[config.mk]
export PLATFORM = sky130hd
export DESIGN_NAME = pipe_stage_reg
export DESIGN_NICKNAME = d
export VERILOG_FILES = /design/src/rtl/pipe_stage_reg.sv
export SDC_FILE = /design/constraint.sdc
export NUM_CORES = 1
export LEC_CHECK = 0
export CAP_MARGIN = 5
export CORE_MARGIN = 2
export CORE_UTILIZATION = 40
export CTS_CLUSTER_DIAMETER = 120
export DETAILED_ROUTE_END_ITERATION = 12
export PLACE_DENSITY = 0.84
export REMOVE_ABC_BUFFERS = 1
export SLEW_MARGIN = 40
export SYNTH_ARGS = -nofsm -noshare
export SYNTH_HDL_FRONTEND = slang
export SYNTH_SLANG_ARGS = --single-unit
[constraint.sdc]
create_clock -name clk -period 6.95 [get_ports clk]
set_input_delay 1.39 -clock clk [delete_from_list [all_inputs] [get_ports clk]]
set_output_delay 1.39 -clock clk [all_outputs]
set_load 0.02 [all_outputs]
[src/rtl/pipe_stage_reg.sv]
// Generic pipeline stage register with stall/flush handling, multi-cycle accumulator feedback
// and a saturating bubble counter for performance monitoring.
module pipe_stage_reg #(
  parameter int unsigned       DATA_W      = 64,
  parameter int unsigned       WE_W        = 3,
  parameter int unsigned       ACC_W       = 64,
  parameter int unsigned       CNT_W       = 2,
  parameter int unsigned       STALL_W     = 6,
  parameter int unsigned       STAGE_IDX   = 3,
  parameter logic [DATA_W-1:0] NOP_PAYLOAD = '0,
  parameter int unsigned       PERF_W      = 16
) (
  input  logic               clk,
  input  logic               rst,
  input  logic [STALL_W-1:0] stall,
  input  logic               flush,
  input  logic               in_valid,
  input  logic [WE_W-1:0]    in_we,
  input  logic [DATA_W-1:0]  in_payload,
  input  logic [ACC_W-1:0]   acc_i,
  input  logic [CNT_W-1:0]   cnt_i,
  input  logic               perf_clr,
  output logic               out_valid,
  output logic [WE_W-1:0]    out_we,
  output logic [DATA_W-1:0]  out_payload,
  output logic [ACC_W-1:0]   acc_o,
  output logic [CNT_W-1:0]   cnt_o,
  output logic [PERF_W-1:0]  bubble_cnt
);

  logic su;
  logic sd;
  logic bubble;

  assign su     = stall[STAGE_IDX];
  assign sd     = stall[STAGE_IDX+1];
  assign bubble = su & ~sd;

  // su=0/sd=1 is not a legal stall pattern; it falls through to ADVANCE below.
  always_ff @(posedge clk or posedge rst) begin
    if (rst) begin
      out_valid   <= 1'b0;
      out_we      <= '0;
      out_payload <= NOP_PAYLOAD;
      acc_o       <= '0;
      cnt_o       <= '0;
    end else if (flush) begin
      out_valid   <= 1'b0;
      out_we      <= '0;
      out_payload <= NOP_PAYLOAD;
      acc_o       <= '0;
      cnt_o       <= '0;
    end else if (bubble) begin
      out_valid   <= 1'b0;
      out_we      <= '0;
      out_payload <= NOP_PAYLOAD;
      acc_o       <= acc_i;
      cnt_o       <= cnt_i;
    end else if (!su) begin
      out_valid   <= in_valid;
      out_we      <= in_valid ? in_we : '0;
      out_payload <= in_payload;
      acc_o       <= '0;
      cnt_o       <= '0;
    end
  end

  always_ff @(posedge clk or posedge rst) begin
    if (rst) begin
      bubble_cnt <= '0;
    end else if (perf_clr) begin
      bubble_cnt <= '0;
    end else if ((flush || bubble) && (bubble_cnt != '1)) begin
      bubble_cnt <= bubble_cnt + PERF_W'(1);
    end
  end

`ifndef SYNTHESIS
  illegal_stall_a: assert property (@(posedge clk) disable iff (rst) !(!su && sd))
    else $error("pipe_stage_reg: illegal stall pattern, downstream stalled without upstream");
`endif

endmodule

==> results of run 1 <==
==> layout make-up <==
| cell class | count | area [µm²] |
|---|---|---|
| clock inverters | 14 | 153.9 |
| multi-input cells | 217 | 1831 |
| well taps | 180 | 225.2 |
| clock buffers | 17 | 425.4 |
| inverters | 4 | 22.52 |
| repair buffers | 293 | 2927 |
| flip-flops and latches | 150 | 3754 |
| fillers | 988 | 4651 |
==> metrics by stage <==
| stage | util | setup slack [ns] |
|---|---|---|
| 2_1_floorplan | - | 1.524 |
| 3_3_place_gp | 0.6257 | 2.954 |
| 3_5_place_dp | 0.6257 | 2.828 |
| 4_1_cts | 0.6671 | 3.256 |
| 5_1_grt | 0.6675 | 3.080 |
| 6_report | 0.6675 | 3.240 |
==> logic make-up after synthesis <==
| family | count (synthesis) | share of synthesized area |
|---|---|---|
| compound gates | 160 | 0.2385 |
| simple gates | 49 | 0.05626 |
| buf+inv | 37 | 0.03722 |
| fa+ha+maj | 1 | 0.002164 |
| mux | 7 | 0.01666 |
| flops | 150 | 0.6492 |
==> power by group <==
group / internal (mW) / switching (mW) / leakage, nW
clock network: 0.530 / 0.361 / 0.281
logic: 0.157 / 0.132 / 1.77
registers: 0.909 / 0.0220 / 2.03
==> state kept, by name, summed over array words and instances, names as in the netlist <==
signal and cells:
out_we 3, out_payload 64, out_valid 1, cnt_o 2, acc_o 64, bubble_cnt 16
==> worst max-delay path by stage <==
stage / slack (ns) / endpoint / start
4_1_cts: 3.26 / acc_o[2] / stall[3]
3_3_place_gp: 2.95 / acc_o[4] / stall[3]
3_5_place_dp: 2.83 / acc_o[2] / stall[3]
5_1_grt: 3.08 / out_payload[36] / stall[3]
6_report: 3.24 / acc_o[23] / stall[3]
2_1_floorplan: 1.52 / acc_o[0] / rst
==> metal layers <==
layer	global-route usage	share of wire	up-vias
met5	0	0	-
met4	0.07865	0.022	0
met3	0.07014	0.074	31
met2	0.3568	0.50	228
met1	0.2656	0.40	2308
li1	-	-	2124
==> cell usage in the layout (no fill, tap or decap), drive strengths merged, types with 6 or more instances in the layout <==
cell,instances
clkdlybuf4s50,289
dfrtp,150
a22o,131
clkbuf,17
a21oi,10
nor2,9
nor2b,7
clkinv,7
inv,7
mux2,6
==> reports/metrics.csv, run 1 <==
metric,value,unit
gr-usage-all-layers,0.2159,
first_pass_iters,5,
place_area,8752,µm²
crit_path_end_kind,flop,
drt_iter0_markers,250,
globalplace.congestion,0.8452,
r2r_end,bubble_cnt[4],
grt_pass1_wl,26.57,mm
cts_buffers,17,
area_delta_synth_final,61.50,%
hp-class,flop to flop,
final_nets,828,
clock_path_buffers,2,
netlist_instances,404,
critical_path_arrival,4.06,ns
crit_chain,clkdlybuf4s50_1 -> and2b_2 -> nor2_4 -> and2_4 -> buf_4 -> a22o_1,
tns,0,ns
yosysSeqAreaShare,0.6492,
first_global_vias,4775,
crit_buf_inv,2,
diodes,0,
ys.warnings.count,0,
vias,4691,
final_cells,875,
root_buffer,clkbuf_16,
ys_seq_elements,150,
timing_hold_violations_final,0,
r2r-start,bubble_cnt[0],
wl_per_cell,18.95,µm
ir_drop,0.1470,mV
core,13990,µm²
holdCritStartpoint,out_we[2],
max_slew_margin,0.4536,
finalPower,2.112,mW
p_per_area,226.2,nW/µm²
synth_cell_type_count,40,
num_rows,43,
cts_hold_buf,0,
fin_crit,3.710,ns
cp.depth,6,
syn_area,5782,µm²
rsz0062_at_grt,no,
min_to,out_we[2],
tritoncts,done,
path_max_fanout,79,
synthArstFlopShare,1.000,
cts.repair.resized,0,
final_area,9338,µm²
crit_type,primary input to flop,
p_leak,4.080,nW
viasPerCell,5.361,
die_w,124.2,µm
crit_slowest_cell,buf_4,
min_path_cells,1,
drive_gt1_frac,0.08058,
rr_worst_depth,5,
antenna_found_initial,0,
clkTransAtPathRegs,0.06,ns
critPathLaunchType,primary input,
cts_setup_buffers,0,
cp.required,7.30,ns
start_util,0.4133,
yosysMostFrequentCell,dfrtp_1,
fp.dieH,124.2,µm
drv_slew,0,
grt_max_degree,90,
max-cap-violations,0,
min_period_over_period,0.5338,
worst_pin_slew,0.8196,ns
ff2ff_setup_slack,4.84,ns
ios,294,
fmax,0.2696,GHz
ant_nets,0,
ys_top_cells_by_area,"dfrtp_1 65%, a22o_1 20%, buf_6 1.6%",
hold-worst-slack,0.5042,ns
outcome,"complete, no violations",
setup_viol,0,
clock_skew,0.007113,ns
wl,16.58,mm
htreeDepth,4,
synthFlopType,dfrtp_1,
critPathTopFamily,buffers and inverters,
syn-mean-instance-area,14.31,µm²
place_inst,844,
cts_sinks,150,
crit_path_max_incr_delay,0.74,ns
overflow,0,
insertion_delay,0.41,ns
remaining_drc_errors,0,
dp_hpwl,11.58,mm
synth-edff-count,0,
synth_commonest_cells,"150 x dfrtp_1, 131 x a22o_1, 11 x clkbuf_1, 10 x buf_2, 9 x a21oi_1",
synth_top_cell_by_area,dfrtp_1,
port_buffers,289,
synth_top_area_frac,0.6492,
die-area,15430,µm²
No activity file was read; power rests on OpenSTA's default activity.
==> run 2, diff against run 1 <==
--- a/config.mk
+++ b/config.mk
@@ -7,10 +7,10 @@
 export LEC_CHECK = 0
 export CAP_MARGIN = 5
 export CORE_MARGIN = 2
-export CORE_UTILIZATION = 40
+export CORE_UTILIZATION = 36
 export CTS_CLUSTER_DIAMETER = 120
 export DETAILED_ROUTE_END_ITERATION = 12
-export PLACE_DENSITY = 0.84
+export PLACE_DENSITY = 0.8
 export REMOVE_ABC_BUFFERS = 1
 export SLEW_MARGIN = 40
 export SYNTH_ARGS = -nofsm -noshare
==> constraint.sdc (replaced) <==
create_clock -name clk -period 3.2 [get_ports clk]
set_input_delay 0.64 -clock clk [delete_from_list [all_inputs] [get_ports clk]]
set_output_delay 0.64 -clock clk [all_outputs]
set_load 0.02 [all_outputs]
==> run 2 against run 1 <==
Effect of this change:
- clock power rose by 110%
- highest routed layer unchanged
- count of clock-buffer cells in the layout did not move
- register-to-register slack got worse by 3.8 ns
- design area rose by 1.0%
- sequential cell count did not move
==> reports/metrics.csv, run 2 (synthesized netlist as in run 1, its figures left out) <==
metric,value,unit
crit_path_end_kind,output pin,
critPathLaunchType,flop,
critPathTopFamily,buffers and inverters,
crit_type,flop to output pin,
min_path_cells,1,
cp.required,2.56,ns
first_global_vias,4758,
area_delta_synth_final,63.17,%
overflow,0,
outcome,"complete, no violations",
max-cap-violations,0,
critical_path_arrival,1.59,ns
drt_iter0_markers,236,
worst_pin_slew,0.7395,ns
ff2ff_setup_slack,1.05,ns
cts_setup_buffers,0,
place_inst,882,
r2r-start,bubble_cnt[0],
antenna_found_initial,0,
final_nets,831,
crit_path_max_incr_delay,0.66,ns
cts.repair.resized,0,
rsz0062_at_grt,no,
place_ws,0.6523,ns
htreeDepth,4,
grt_pass1_wl,25.24,mm
vias,4738,
hp-class,flop to flop,
core,15770,µm²
fin_crit,2.226,ns
hold-worst-slack,0.4931,ns
fmax,0.4492,GHz
gr-usage-all-layers,0.1927,
ir_drop,0.3243,mV
top_regs,"acc_o (64), out_payload (64), bubble_cnt (16)",
drv_slew,0,
grt_max_degree,151,
dp_hpwl,11.83,mm
r2r_end,bubble_cnt[3],
rr_worst_depth,5,
final_cells,914,
drive_gt1_frac,0.08453,
num_rows,46,
tns,0,ns
wl,16.81,mm
remaining_drc_errors,0,
holdCritStartpoint,out_we[1],
viasPerCell,5.184,
crit_slowest_cell,clkdlybuf4s50_1,
final_common_cell,clkdlybuf4s50_1,
insertion_delay,0.42,ns
timing_hold_violations_final,0,
fp.dieH,130.7,µm
worst_slack,0.9738,ns
cts_buffers,17,
clock_path_buffers,2,
min_period_over_period,0.6957,
first_pass_iters,4,
tritoncts,done,
setup_viol,0,
cts_sinks,150,
die-area,17090,µm²
clock_skew,0.008147,ns
path_max_fanout,8,
max_slew_margin,0.5033,
p_leak,4.091,nW
p_per_area,479.9,nW/µm²
ios,294,
cts_hold_buf,0,
wl_per_cell,18.39,µm
finalPower,4.527,mW
port_buffers,289,
crit_chain,clkdlybuf4s50_1,
globalplace.congestion,0.8115,
start_util,0.3666,
diodes,0,
ant_nets,0,
min_to,out_we[1],
crit_buf_inv,1,
root_buffer,clkbuf_16,
die_w,130.7,µm
clkTransAtPathRegs,0.06,ns
mostFrequentLayoutCells,"289 x clkdlybuf4s50_1, 150 x dfrtp_1, 131 x a22o_1, 17 x clkbuf_16, 9 x a21oi_1",
==> run 2: changes by cell type in the layout (fill, tap and decap cells not counted) <==
cell / delta
buf_4: -1
clkinv_2: -2
inv_6: +5
buf_12: +4
bufinv_16: -2
clkinvlp_4: +2
buf_6: -1
buf_16: +1
clkinv_4: -3
==> run 2: report_power, final <==
group / switching (mW) / leakage [nW] / internal (mW)
clock: 0.855 / 0.257 / 1.01
combinational: 0.289 / 1.80 / 0.353
sequential: 0.0481 / 2.03 / 1.97
==> run 2: worst max path at each step <==
| stage | start | to | slack [ns] | cells after the start |
|---|---|---|---|---|
| 5_1_grt | bubble_cnt[0] | bubble_cnt[3] | 0.86 | 5 |
| 3_3_place_gp | flush | acc_o[58] | 0.72 | 5 |
| 4_1_cts | bubble_cnt[7] | bubble_cnt[7] | 0.96 | 1 |
| 6_report | bubble_cnt[7] | bubble_cnt[7] | 0.97 | 1 |
| 3_5_place_dp | stall[3] | acc_o[20] | 0.65 | 6 |
| 2_1_floorplan | rst | acc_o[0] | -1.48 | 1 |
==> run 2: layout make-up <==
type | count | area [µm²]
Sequential cell | 150 | 3754
Clock buffer | 17 | 425.4
Multi-Input combinational cell | 217 | 1831
Inverter | 4 | 20.02
Timing Repair Buffer | 296 | 3015
Tap cell | 216 | 270.3
Fill cell | 1238 | 6336
Clock inverter | 14 | 118.9
==> run 2: per-layer routing <==
layer,share of wire,GRT usage
met1,0.39,0.2360
met2,0.49,0.3131
met3,0.10,0.07573
met4,0.014,0.06571
met5,0,0
==> run 2: per-stage QoR <==
stage | util | area [µm²]
2_1_floorplan | - | 5582
3_3_place_gp | 0.5620 | 8862
3_5_place_dp | 0.5620 | 8862
4_1_cts | 0.5965 | 9407
5_1_grt | 0.5982 | 9434
6_report | 0.5982 | 9434
==> run 3, diff against run 2 <==
==> constraint.sdc (replaced) <==
create_clock -name clk -period 1.9 [get_ports clk]
set_input_delay 0.38 -clock clk [delete_from_list [all_inputs] [get_ports clk]]
set_output_delay 0.38 -clock clk [all_outputs]
set_load 0.02 [all_outputs]
==> run 3 against run 2 <==
Effect of this change:
- final cell count grew 3.0%
- worst setup slack lost 0.95 ns
- first-iteration DRC count shrank 3.8%
- power grew 78%
- clock skew shrank 0.0031 ns
- global-route usage grew 0.62 points
- routed wire length grew 6.3%
- sequential power grew 69%
- critical endpoint is now bubble_cnt[8]
==> reports/metrics.csv, run 3 (synthesized netlist as in run 1, its figures left out) <==
metric,value,unit
outcome,"complete, no violations",
crit_type,flop to flop,
tns,0,ns
crit_slowest_cell,or4_1,
n_fill_cell,1194,
cts_buffers,17,
fmax,0.5317,GHz
remaining_drc_errors,0,
setup_viol,0,
grt_pass1_wl,25.92,mm
port_buffers,289,
max_slew_margin,0.6309,
crit_path_max_incr_delay,0.48,ns
timing_hold_violations_final,0,
htreeDepth,4,
max-cap-violations,0,
root_buffer,clkbuf_16,
num_rows,46,
multi_input_area,1834,µm²
critPathLaunchType,flop,
first_global_vias,4948,
ff2ff_setup_slack,0.02,ns
path_max_fanout,7,
clock_skew,0.005000,ns
p_per_area,827.6,nW/µm²
cts_sinks,150,
cts_hold_buf,0,
tritoncts,done,
clock_path_buffers,2,
vias,4865,
fin_crit,1.881,ns
area_delta_synth_final,68.45,%
crit_path_end_kind,flop,
worst_slack,0.01927,ns
viasPerCell,5.170,
overflow,0,
r2r-start,bubble_cnt[0],
globalplace.congestion,0.8208,
start_util,0.3666,
antenna_found_initial,0,
drv_slew,0,
fp.dieH,130.7,µm
rsz0062_at_grt,yes,
drt_iter0_markers,227,
drive_gt1_frac,0.1200,
ant_nets,0,
worst_pin_slew,0.5512,ns
p_leak,4.347,nW
wl_per_cell,18.98,µm
die-area,17090,µm²
mostFrequentLayoutCells,"279 x clkdlybuf4s50_1, 150 x dfrtp_1, 131 x a22o_1, 24 x buf_4, 17 x clkbuf_16",
wl,17.86,mm
ios,294,
core,15770,µm²
critical_path_arrival,2.22,ns
die_w,130.7,µm
crit_chain,ha_2 -> and4_2 -> o211ai_1 -> or4_1 -> a21oi_1,
first_pass_iters,4,
place_ws,-0.1906,ns
r2r_end,bubble_cnt[8],
cp.required,2.24,ns
top_regs,"acc_o (64), out_payload (64), bubble_cnt (16)",
dp_hpwl,12.79,mm
gr-usage-all-layers,0.1989,
diodes,0,
final_common_cell,clkdlybuf4s50_1,
grt_max_degree,55,
area.sequential,3754,µm²
clkTransAtPathRegs,0.06,ns
insertion_delay,0.42,ns
min_period_over_period,0.9899,
hp-class,primary input to async pin,
rr_worst_depth,5,
ir_drop,0.6013,mV
final_nets,857,
run 3: worst max-delay path by stage:
stage,from,endpoint,slack [ns],depth (start not counted)
floorplan,rst,acc_o[0],-2.52,1
global placement,stall[3],bubble_cnt[15],-0.13,5
detailed placement,stall[3],bubble_cnt[15],-0.19,5
CTS,bubble_cnt[10],bubble_cnt[10],0.002,1
global route,bubble_cnt[1],bubble_cnt[8],-0.08,5
finish,bubble_cnt[0],bubble_cnt[8],0.02,5
run 3: area by class of cell:
type                       count  share of cell area
clock buffer                  19             0.04548
clock inverter                13             0.01747
inverter                       4            0.002055
multi-input combinational    217              0.1883
sequential                   150              0.3854
tap                          216             0.02775
timing repair buffer         322              0.3335
run 3: repair_timing:
item,in CTS,in global routing
hold endpoints to repair,0,0
setup endpoints to repair,8,7
buffers inserted,0,2
resized for setup,8,4
gates cloned,0,0
run 3: routing by layer:
metal | track usage | wire [µm]
met1 | 0.2368 | 7138
met2 | 0.3339 | 8848
met3 | 0.05985 | 1463
met4 | 0.09011 | 413
met5 | 0 | 0
run 3: critical path: cells and delay by family, from the launching register on:
family | cells | cell delay, ns
and+or+nand+nor | 2 | 0.76
AOI/OAI and AO/OA | 2 | 0.42
DFF | 1 | 0.40
adders and majority gates | 1 | 0.23
run 3: where the power goes:
| part | total, mW | internal [mW] | switching, mW |
|---|---|---|---|
| logic | 1.14 | 0.634 | 0.504 |
| registers | 3.41 | 3.32 | 0.0844 |
| clock network | 3.51 | 2.12 | 1.39 |
| total | 8.06 | 6.08 | 1.98 |
run 3: stage by stage:
stage          instance area, µm²  power, mW  cells  hold WS, ns  utilization
3_5_place_dp                 9112      4.600    907       0.4905       0.5778
5_1_grt                      9739      8.321    941       0.3313       0.6176
6_report                     9739      8.060    941       0.3113       0.6176
2_1_floorplan                5582      3.860    371       0.4431            -
4_1_cts                      9716      8.133    939       0.3150       0.6161
3_3_place_gp                 9112      4.573    907       0.4848       0.5778
